==> src/rtl/turn_if.sv <==
// Bundle between the tic-tac-toe turn controller and its board/button side.
// master drives buttons and the recorder board; slave is the controller.
interface turn_if;
  logic       start;
  logic       btn_up;
  logic       btn_down;
  logic       btn_left;
  logic       btn_right;
  logic       btn_confirm;
  logic [1:0] g0, g1, g2, g3, g4, g5, g6, g7, g8;
  logic [1:0] game_state;
  logic       whos_turn;
  logic [1:0] mark;
  logic [3:0] position;
  logic [3:0] cursor;
  logic [1:0] winner;
  logic       invalid;
  logic       timeout;
  logic [2:0] state_dbg;

  modport master (
    output start, btn_up, btn_down, btn_left, btn_right, btn_confirm,
    output g0, g1, g2, g3, g4, g5, g6, g7, g8,
    input  game_state, whos_turn, mark, position, cursor, winner,
    input  invalid, timeout, state_dbg
  );

  modport slave (
    input  start, btn_up, btn_down, btn_left, btn_right, btn_confirm,
    input  g0, g1, g2, g3, g4, g5, g6, g7, g8,
    output game_state, whos_turn, mark, position, cursor, winner,
    output invalid, timeout, state_dbg
  );
endinterface

==> src/rtl/turn_controller.sv <==
// Cursor/turn referee for three-mark tic-tac-toe: moves the cursor, validates
// confirms against the recorder board, pulses one mark per move, checks wins.
module turn_controller #(
  parameter int SETTLE_CYCLES = 1,
  parameter int TURN_TIMEOUT  = 0,
  parameter int TIMER_W       = 16
) (
  input  logic   clk,
  input  logic   rst,
  turn_if.slave  bus
);
  // Inputs are single-cycle pulses with no ready path; every output is registered.
  typedef enum logic [2:0] {
    S_IDLE   = 3'd0,
    S_SELECT = 3'd1,
    S_COMMIT = 3'd2,
    S_SETTLE = 3'd3,
    S_CHECK  = 3'd4,
    S_OVER   = 3'd5
  } state_t;

  localparam int SETTLE_W = (SETTLE_CYCLES < 2) ? 1 : $clog2(SETTLE_CYCLES);

  state_t               state_q;
  logic [1:0]           game_state_q;
  logic                 whos_turn_q;
  logic [1:0]           mark_q;
  logic [3:0]           position_q;
  logic [3:0]           cursor_q;
  logic [1:0]           winner_q;
  logic                 invalid_q;
  logic                 timeout_q;
  logic [TIMER_W-1:0]   timer_q;
  logic [SETTLE_W-1:0]  settle_q;

  logic [17:0] board;
  logic [1:0]  cur_cell;
  logic [1:0]  mover_code;
  logic [8:0]  own;
  logic        mover_wins;
  logic        timeout_hit;
  logic [3:0]  cursor_up_d, cursor_down_d, cursor_left_d, cursor_right_d;

  always_comb begin
    board      = {bus.g8, bus.g7, bus.g6, bus.g5, bus.g4,
                  bus.g3, bus.g2, bus.g1, bus.g0};
    cur_cell   = board[{cursor_q, 1'b0} +: 2];
    mover_code = whos_turn_q ? 2'b10 : 2'b01;
    own        = '0;
    for (int i = 0; i < 9; i++) begin
      own[i] = (board[2*i +: 2] == mover_code);
    end
    // Only the player who just moved is evaluated.
    mover_wins = (&own[2:0]) | (&own[5:3]) | (&own[8:6]) |
                 (own[0] & own[3] & own[6]) | (own[1] & own[4] & own[7]) |
                 (own[2] & own[5] & own[8]) |
                 (own[0] & own[4] & own[8]) | (own[2] & own[4] & own[6]);
    timeout_hit = (TURN_TIMEOUT > 0) &&
                  (timer_q == TIMER_W'(TURN_TIMEOUT - 1));
  end

  // Wrapping moves keep the other coordinate fixed.
  always_comb begin
    cursor_up_d    = (cursor_q < 4'd3)  ? cursor_q + 4'd6 : cursor_q - 4'd3;
    cursor_down_d  = (cursor_q >= 4'd6) ? cursor_q - 4'd6 : cursor_q + 4'd3;
    cursor_left_d  = (cursor_q == 4'd0 || cursor_q == 4'd3 || cursor_q == 4'd6)
                     ? cursor_q + 4'd2 : cursor_q - 4'd1;
    cursor_right_d = (cursor_q == 4'd2 || cursor_q == 4'd5 || cursor_q == 4'd8)
                     ? cursor_q - 4'd2 : cursor_q + 4'd1;
  end

  always_ff @(posedge clk or negedge rst) begin
    if (!rst) begin
      state_q      <= S_IDLE;
      game_state_q <= 2'b00;
      whos_turn_q  <= 1'b1;
      mark_q       <= 2'b00;
      position_q   <= 4'd0;
      cursor_q     <= 4'd4;
      winner_q     <= 2'b00;
      invalid_q    <= 1'b0;
      timeout_q    <= 1'b0;
      timer_q      <= '0;
      settle_q     <= '0;
    end else begin
      invalid_q <= 1'b0;
      timeout_q <= 1'b0;
      mark_q    <= 2'b00;
      case (state_q)
        S_IDLE: begin
          if (bus.start) begin
            state_q      <= S_SELECT;
            game_state_q <= 2'b01;
            timer_q      <= '0;
            cursor_q     <= 4'd4;
          end
        end
        S_SELECT: begin
          timer_q <= timer_q + 1'b1;
          if (bus.btn_confirm && cur_cell == 2'b00) begin
            state_q    <= S_COMMIT;
            mark_q     <= mover_code;
            position_q <= cursor_q;
          end else begin
            if (bus.btn_confirm)    invalid_q <= 1'b1;
            else if (bus.btn_up)    cursor_q  <= cursor_up_d;
            else if (bus.btn_down)  cursor_q  <= cursor_down_d;
            else if (bus.btn_left)  cursor_q  <= cursor_left_d;
            else if (bus.btn_right) cursor_q  <= cursor_right_d;
            // Forfeit overrides any cursor move taken in the same cycle.
            if (timeout_hit) begin
              timeout_q   <= 1'b1;
              whos_turn_q <= ~whos_turn_q;
              cursor_q    <= 4'd4;
              timer_q     <= '0;
            end
          end
        end
        S_COMMIT: begin
          settle_q <= '0;
          state_q  <= S_SETTLE;
        end
        S_SETTLE: begin
          if (settle_q == SETTLE_W'(SETTLE_CYCLES - 1)) state_q <= S_CHECK;
          else settle_q <= settle_q + 1'b1;
        end
        S_CHECK: begin
          if (mover_wins) begin
            state_q      <= S_OVER;
            winner_q     <= mover_code;
            game_state_q <= 2'b10;
          end else begin
            state_q     <= S_SELECT;
            whos_turn_q <= ~whos_turn_q;
            cursor_q    <= 4'd4;
            timer_q     <= '0;
          end
        end
        S_OVER: begin
        end
        default: state_q <= S_IDLE;
      endcase
    end
  end

  assign bus.game_state = game_state_q;
  assign bus.whos_turn  = whos_turn_q;
  assign bus.mark       = mark_q;
  assign bus.position   = position_q;
  assign bus.cursor     = cursor_q;
  assign bus.winner     = winner_q;
  assign bus.invalid    = invalid_q;
  assign bus.timeout    = timeout_q;
  assign bus.state_dbg  = state_q;
endmodule

==> src/flat_wrapper.sv <==
// flat-port wrapper written by rule: the top's interface ports become plain ports
module turn_controller_flat 
#(
  parameter int SETTLE_CYCLES = 1,
  parameter int TURN_TIMEOUT  = 0,
  parameter int TIMER_W       = 16
)
  (clk, rst, bus_start, bus_btn_up, bus_btn_down, bus_btn_left, bus_btn_right, bus_btn_confirm, bus_g0, bus_g1, bus_g2, bus_g3, bus_g4, bus_g5, bus_g6, bus_g7, bus_g8, bus_game_state, bus_whos_turn, bus_mark, bus_position, bus_cursor, bus_winner, bus_invalid, bus_timeout, bus_state_dbg);
  turn_if bus_i ();
  input  logic clk;
  input  logic rst;
  input wire logic [$bits(bus_i.start)-1:0] bus_start;
  input wire logic [$bits(bus_i.btn_up)-1:0] bus_btn_up;
  input wire logic [$bits(bus_i.btn_down)-1:0] bus_btn_down;
  input wire logic [$bits(bus_i.btn_left)-1:0] bus_btn_left;
  input wire logic [$bits(bus_i.btn_right)-1:0] bus_btn_right;
  input wire logic [$bits(bus_i.btn_confirm)-1:0] bus_btn_confirm;
  input wire logic [$bits(bus_i.g0)-1:0] bus_g0;
  input wire logic [$bits(bus_i.g1)-1:0] bus_g1;
  input wire logic [$bits(bus_i.g2)-1:0] bus_g2;
  input wire logic [$bits(bus_i.g3)-1:0] bus_g3;
  input wire logic [$bits(bus_i.g4)-1:0] bus_g4;
  input wire logic [$bits(bus_i.g5)-1:0] bus_g5;
  input wire logic [$bits(bus_i.g6)-1:0] bus_g6;
  input wire logic [$bits(bus_i.g7)-1:0] bus_g7;
  input wire logic [$bits(bus_i.g8)-1:0] bus_g8;
  output wire logic [$bits(bus_i.game_state)-1:0] bus_game_state;
  output wire logic [$bits(bus_i.whos_turn)-1:0] bus_whos_turn;
  output wire logic [$bits(bus_i.mark)-1:0] bus_mark;
  output wire logic [$bits(bus_i.position)-1:0] bus_position;
  output wire logic [$bits(bus_i.cursor)-1:0] bus_cursor;
  output wire logic [$bits(bus_i.winner)-1:0] bus_winner;
  output wire logic [$bits(bus_i.invalid)-1:0] bus_invalid;
  output wire logic [$bits(bus_i.timeout)-1:0] bus_timeout;
  output wire logic [$bits(bus_i.state_dbg)-1:0] bus_state_dbg;
  assign bus_i.start = bus_start;
  assign bus_i.btn_up = bus_btn_up;
  assign bus_i.btn_down = bus_btn_down;
  assign bus_i.btn_left = bus_btn_left;
  assign bus_i.btn_right = bus_btn_right;
  assign bus_i.btn_confirm = bus_btn_confirm;
  assign bus_i.g0 = bus_g0;
  assign bus_i.g1 = bus_g1;
  assign bus_i.g2 = bus_g2;
  assign bus_i.g3 = bus_g3;
  assign bus_i.g4 = bus_g4;
  assign bus_i.g5 = bus_g5;
  assign bus_i.g6 = bus_g6;
  assign bus_i.g7 = bus_g7;
  assign bus_i.g8 = bus_g8;
  assign bus_game_state = bus_i.game_state;
  assign bus_whos_turn = bus_i.whos_turn;
  assign bus_mark = bus_i.mark;
  assign bus_position = bus_i.position;
  assign bus_cursor = bus_i.cursor;
  assign bus_winner = bus_i.winner;
  assign bus_invalid = bus_i.invalid;
  assign bus_timeout = bus_i.timeout;
  assign bus_state_dbg = bus_i.state_dbg;
  turn_controller #(.SETTLE_CYCLES(SETTLE_CYCLES), .TURN_TIMEOUT(TURN_TIMEOUT), .TIMER_W(TIMER_W)) u_core (.clk(clk), .rst(rst), .bus(bus_i));
endmodule
==> config.mk <==
export PLATFORM = sky130hd
export DESIGN_NAME = turn_controller_flat
export DESIGN_NICKNAME = d
export VERILOG_FILES = /design/src/rtl/turn_if.sv /design/src/rtl/turn_controller.sv /design/src/flat_wrapper.sv
export SDC_FILE = /design/constraint.sdc
export NUM_CORES = 1
export LEC_CHECK = 0
export ABC_CLOCK_PERIOD_IN_PS = 2700
export CORE_UTILIZATION = 49
export CTS_CLUSTER_DIAMETER = 80
export CTS_CLUSTER_SIZE = 14
export DETAILED_ROUTE_END_ITERATION = 7
export MAX_ROUTING_LAYER = met4
export PLACE_DENSITY = 0.82
export RECOVER_POWER = 50
export SKIP_CTS_REPAIR_TIMING = 1
export SLEW_MARGIN = 20
export SYNTH_ARGS = -nofsm -noshare
export SYNTH_HDL_FRONTEND = slang
export SYNTH_SLANG_ARGS = --single-unit
==> constraint.sdc <==
create_clock -name clk -period 2.7 [get_ports clk]
set_clock_uncertainty 0.05 [all_clocks]
set_input_delay 0.27 -clock clk [delete_from_list [all_inputs] [get_ports clk]]
set_output_delay 0.27 -clock clk [all_outputs]
set_load 0.01 [all_outputs]
[Yosys cells after proc, flatten, opt, wreduce, memory -nomap -nowiden]
Index checks and enable logic that the tools add are counted.
Storage, ports and cells
  logic and storage cells: 117
  output and inout bits: 20
  bits in registers: 20
Operators by class
  equality and inequality tests: 27
  reductions and logical operators: 20
  mux-type cells: 29
  bitwise logic cells: 20
  $add $sub $neg: 9
  shifts and indexed selects: 1
  order comparisons: 2
Operators with widths (count)
  2-to-1 mux 4 bit: 12
  == test 2 bit: 9
  one-hot mux 3 bit (6 select lines): 1
  variable part select 18 x 6 -> 2 bit: 1
  2-to-1 mux 3 bit: 4
  one-hot mux 4 bit (3 select lines): 1
  AND reduction 3 bit: 4
  AND 1 bit: 10
  2-to-1 mux 2 bit: 5
  inequality test 2 bit, second input constant: 5
  adder 4 x 2 -> 4 bit, second input constant: 2
  == test 4 x 2 -> 1 bit, second input constant: 2
  == test 4 x 3 -> 1 bit, second input constant: 2
  subtractor 4 x 2 -> 4 bit, second input constant: 2
  bitwise OR 1 bit: 7
  == test 3 x 2 -> 1 bit, second input constant: 2
  == test 3 bit, second input constant: 2
  AND reduction 2 bit: 3
  AND reduction 6 bit: 1
  inequality test 5 bit, second input constant: 1
  adder 4 x 1 -> 4 bit, second input constant: 1
  adder 4 x 3 -> 4 bit, second input constant: 1
  == test 4 bit, second input constant: 1
  >= comparator 4 x 3 -> 1 bit, second input constant: 1
  18 further kinds: 28

[Logic depth before layout (Yosys ltp)]
Gate-level depths: netlist of the first run.
  depth in word-level cells: 12
  gate-level depth with buffers: 9

[Worst setup path after synthesis of the first run]
No wires, ideal clock.
  kind: register to register
  from: reg u_core.cursor_q[1] (netlist: u_core.bus.cursor[1])
  to: reg u_core.cursor_q[2] (netlist: u_core.bus.cursor[2])
  period minus slack after synthesis: 2.361 ns
  buffers on the path: 1
  arrival: 2.226 ns
  stages on the path, launching flop included: 9
  data required time: 2.565 ns
  setup time: 0.085 ns
  slack: 0.339 ns
  path through: dfrtp_1 -> ha_1 -> clkbuf_1 -> o21bai_1 -> a21oi_1 -> mux2_2 -> mux2i_1 -> o311ai_0 -> mux2_1
On the way
  cells in the longest elaborated chain, start to end: 11
  elaborated cells on any way between the ends: 36
  classes of those cells: add/sub: 8; order compare: 2; eq/ne: 6; shift: 1; mux: 11; reduce/logical: 8
RTL lines
  from (decl): line turn_controller.sv:29  | logic [3:0] cursor_q;
  from (signal assigned): line turn_controller.sv:106  | else if (bus.btn_up) cursor_q <= cursor_up_d;
  from (signal assigned): line turn_controller.sv:107  | else if (bus.btn_down) cursor_q <= cursor_down_d;
  from (signal assigned): line turn_controller.sv:108  | else if (bus.btn_left) cursor_q <= cursor_left_d;
  branches (longest 11 deep; another with adder 4 x 1 -> 4 bit)
Several ways; the timed one is not identified. The select of a mux whose other input is x is not followed.
A chain may end at the register's enable or synchronous reset.

[Worst setup path after layout of the first run]
  from: reg u_core.cursor_q[0] (netlist: u_core.bus.cursor[0])
  to: reg u_core.cursor_q[2] (netlist: u_core.bus.cursor[2])
Same word-level chain as after synthesis.

==> results of run 1 <==
## critical path: stages (launching register included)
cell and delay (ps):
dfrtp_1 490, inv_2 170, ha_1 240, o21bai_1 130, a21oi_1 270, mux2_2 370, mux2i_1 130, o311ai_0 150
mux2_1 330
## registers in the layout, summed over array words and instances (netlist names)
register / count
u_core.bus.whos_turn: 1
u_core.bus.game_state: 2
u_core.bus.invalid: 1
u_core.bus.position: 4
u_core.bus.state_dbg: 3
u_core.bus.mark: 2
u_core.bus.cursor: 4
u_core.bus.winner: 2
## through the flow
stage | cells | hold WS (ps) | utilization (%) | total power, mW
2_1_floorplan | 209 | -75.6 | - | 1.51
3_3_place_gp | 300 | 446 | 68.1 | 2.06
3_5_place_dp | 300 | 441 | 68.1 | 2.08
4_1_cts | 304 | 397 | 68.9 | 2.23
5_1_grt | 304 | 505 | 68.9 | 2.40
6_report | 304 | 455 | 68.9 | 2.21
## area by class of cell
| cell class | instances | area [sq um] | area share, % |
|---|---|---|---|
| timing repair buffer | 56 | 531 | 22.5 |
| clock buffer | 4 | 26.3 | 1.12 |
| inverter | 8 | 30.0 | 1.28 |
| sequential | 19 | 478 | 20.3 |
| tap | 46 | 57.6 | 2.45 |
| multi-input combinational | 171 | 1230 | 52.3 |
## report_power, final
group,switching [mW],internal (mW)
logic,0.726,0.767
registers,0.166,0.408
clock network,0.0829,0.0576
total,0.976,1.23
## layer usage
| layer | global-route usage, % | vias up | part of all wire [%] |
|---|---|---|---|
| li1 | - | 870 | - |
| met1 | 33.2 | 820 | 48 |
| met5 | - | - | 0 |
| met2 | 41.2 | 57 | 45 |
| met3 | 2.37 | 9 | 5.1 |
| met4 | 9.01 | 0 | 1.4 |
## cells by family (layout without fill, tap and decap cells)
logic type / count (synthesis) / after routing / share of synthesized area (%)
XOR/XNOR: 4 / 4 / 1.95
other: 1 / 1 / 0.209
AND/OR/NAND/NOR: 84 / 84 / 26.3
multiplexers: 15 / 15 / 10.2
AO/OA/AOI/OAI: 58 / 58 / 23.7
flip-flops: 19 / 19 / 26.6
buffers and inverters: 19 / 68 / 4.74
adder cells (fa/ha/maj): 9 / 9 / 6.28
## cell usage in the layout (no fill, tap or decap), types with 3 or more instances in the layout
cell / Yosys / routed
or3_1: 5 / 5
buf_4: 2 / 12
inv_1: 6 / 6
dfrtp_1: 17 / 17
nand2_1: 16 / 16
a31oi_1: 4 / 4
dlygate4sd3_1: 0 / 10
nor2_1: 17 / 17
o211ai_1: 3 / 3
clkbuf_4: 0 / 3
ha_1: 9 / 9
a21oi_1: 11 / 11
mux2_2: 6 / 6
o21ai_0: 9 / 9
mux2i_1: 4 / 4
nor3_1: 6 / 6
clkdlybuf4s50_1: 0 / 34
nand3b_1: 5 / 5
o22ai_1: 10 / 10
nand2b_1: 12 / 12
nor3b_1: 4 / 4
## how the worst max path moves through the flow
stage	slack, ps	from	endpoint	cells after the start
floorplan	340	u_core.bus.cursor[1]	u_core.bus.cursor[2]	8
global placement	240	bus_g1[0]	u_core.bus.winner[0]	7
detailed placement	190	bus_g1[0]	u_core.bus.winner[0]	7
CTS	330	u_core.bus.cursor[0]	u_core.bus.cursor[2]	8
global route	140	u_core.bus.cursor[0]	u_core.bus.cursor[2]	8
finish	310	u_core.bus.cursor[0]	u_core.bus.cursor[2]	8
==> run_results.csv, run 1 <==
group,metric,value,unit
outcome,status,"finished, final reports clean",
clocking,clk_pin_slew,100,ps
hold_path,holdCritStartpoint,"u_core.bus.game_state[1]",
logic_synthesis,synth_area,0.00179,sq mm
global_route,antenna_found_initial,0,
power_and_ir_drop,leakage,0.978,nW
floorplan,die_x,62.5,microns
logic_synthesis,yosysSeqAreaShare,26.6,%
worst_setup_path,arrival,2570,ps
routing,vias,1756,
power_and_ir_drop,power_density,938,mW/mm^2
sta,max_freq,418,MHz
logic_synthesis,synth_cells,209,
hold_path,holdPathStages,2,
floorplan,fp.coreArea,0.00342,sq mm
logic_synthesis,syn_nets,244,
global_route,grt_max_degree,20,
clocking,htree_levels,1,
sta,timing.final.max_slew_violations,0,
sta,hold_viol,0,
logic_synthesis,netlist.top_cell.by_area,"dfrtp_1",
sta,setup_tns,0,ps
sta,min_period,2390,ps
logic_synthesis,ys_warn_count,0,
logic_synthesis,synth_edf_count,0,
global_route,overflow,0,
place,dp_hpwl,3.51,mm
routing,antenna_left,0,
worst_setup_path,worstSetupEndpointType,"register",
clocking,clock-root-buffer,"clkbuf_4",
routing,drc,0,
sta,grt_setup_unrepaired,"false",
floorplan,io-pin-count,46,
sta,slew_headroom,44.3,%
worst_setup_path,required,2880,ps
routing,drt_wl_total,4.52,mm
floorplan,fp-row-count,21,
layout,nNetsFinal,294,
logic_synthesis,synth-seq-cells,19,
clocking,clock_latency,300,ps
global_route,grt_first_pass_wirelength,7.84,mm
routing,first_pass_iters,4,
place,io_buffers,44,
clocking,clockBufferDepth,2,
worst_setup_path,r2r_start,"u_core.bus.cursor[0]",
floorplan,start_util,52.5,%
worst_setup_path,r2r-end,"u_core.bus.cursor[2]",
floorplan,die_h,62.5,microns
layout,drive_above_1_share,15.1,%
logic_synthesis,synthArstFlopShare,100,%
floorplan,design.die.area,0.00391,sq mm
sta,finalCritPeriodShare,88.5,%
worst_setup_path,r2r_cells,8,
place,dpl_worst_slack,192,ps
layout,fillers,293,
worst_setup_path,worstPathMaxFanout,7,
place,gp_congestion,0.877,
routing,drt_iter0_markers,170,
hold_path,hold_class,"register to register",
place,place_area,0.00233,sq mm
logic_synthesis,yosys_most_used_dff,"dfrtp_1",
global_route,grt_pass1_vias,1749,
clocking,cts_buffers,3,
worst_setup_path,r2r_setup_slack,310,ps
routing,vias_per_cell,5.78,
worst_setup_path,cp-start-kind,"register",
hold_path,whs_endpoint,"u_core.bus.game_state[1]",
sta,fin_ws,310,ps
layout,postLayoutCellArea,0.00235,sq mm
global_route,track_usage,25.4,%
run,drv_cap,0,
worst_setup_path,path_class,"register to register",
logic_synthesis,synthTopCellsByArea,"dfrtp_1 24%, ha_1 6.3%, nand2b_1 4.2%",
clocking,cts_tree,"built",
logic_synthesis,synth_cell_types,61,
logic_synthesis,synth_common_cells,"17 x dfrtp_1, 17 x nor2_1, 16 x nand2_1",
sta,worst_slew_pin_slew,833,ps
logic_synthesis,synth_top_area_share,23.7,%
routing,wl_per_cell,14.9,microns
power_and_ir_drop,ir_drop,0.518,mV
clocking,clkSinkCount,19,
logic_synthesis,postSynthAreaPerCell,8.58,sq um
layout,area_delta_synth_final,31.2,%
sta,setup_viol,0,
layout,diodes,0,
(Power assumes the default switching activity.)
==> run 2: changes to the inputs <==
CTS_CLUSTER_DIAMETER = 30   (was 80)
HOLD_SLACK_MARGIN = 0.06   (was unset)
==> results of run 2 <==
Final layout, timing and power as in run 1 (identical DEF).
==> run 3: changes to the inputs <==
--- a/constraint.sdc
+++ b/constraint.sdc
@@ -3,3 +3,3 @@
 set_input_delay 0.27 -clock clk [delete_from_list [all_inputs] [get_ports clk]]
 set_output_delay 0.27 -clock clk [all_outputs]
-set_load 0.01 [all_outputs]
+set_load 0.005 [all_outputs]
==> results of run 3 <==
The final DEF is identical to that of run 1. Status: finished, final reports clean.
Main changes from that run: total power 2.21 mW -> 2.16 mW; worst IR drop on VDD 0.518 mV -> 0.508 mV
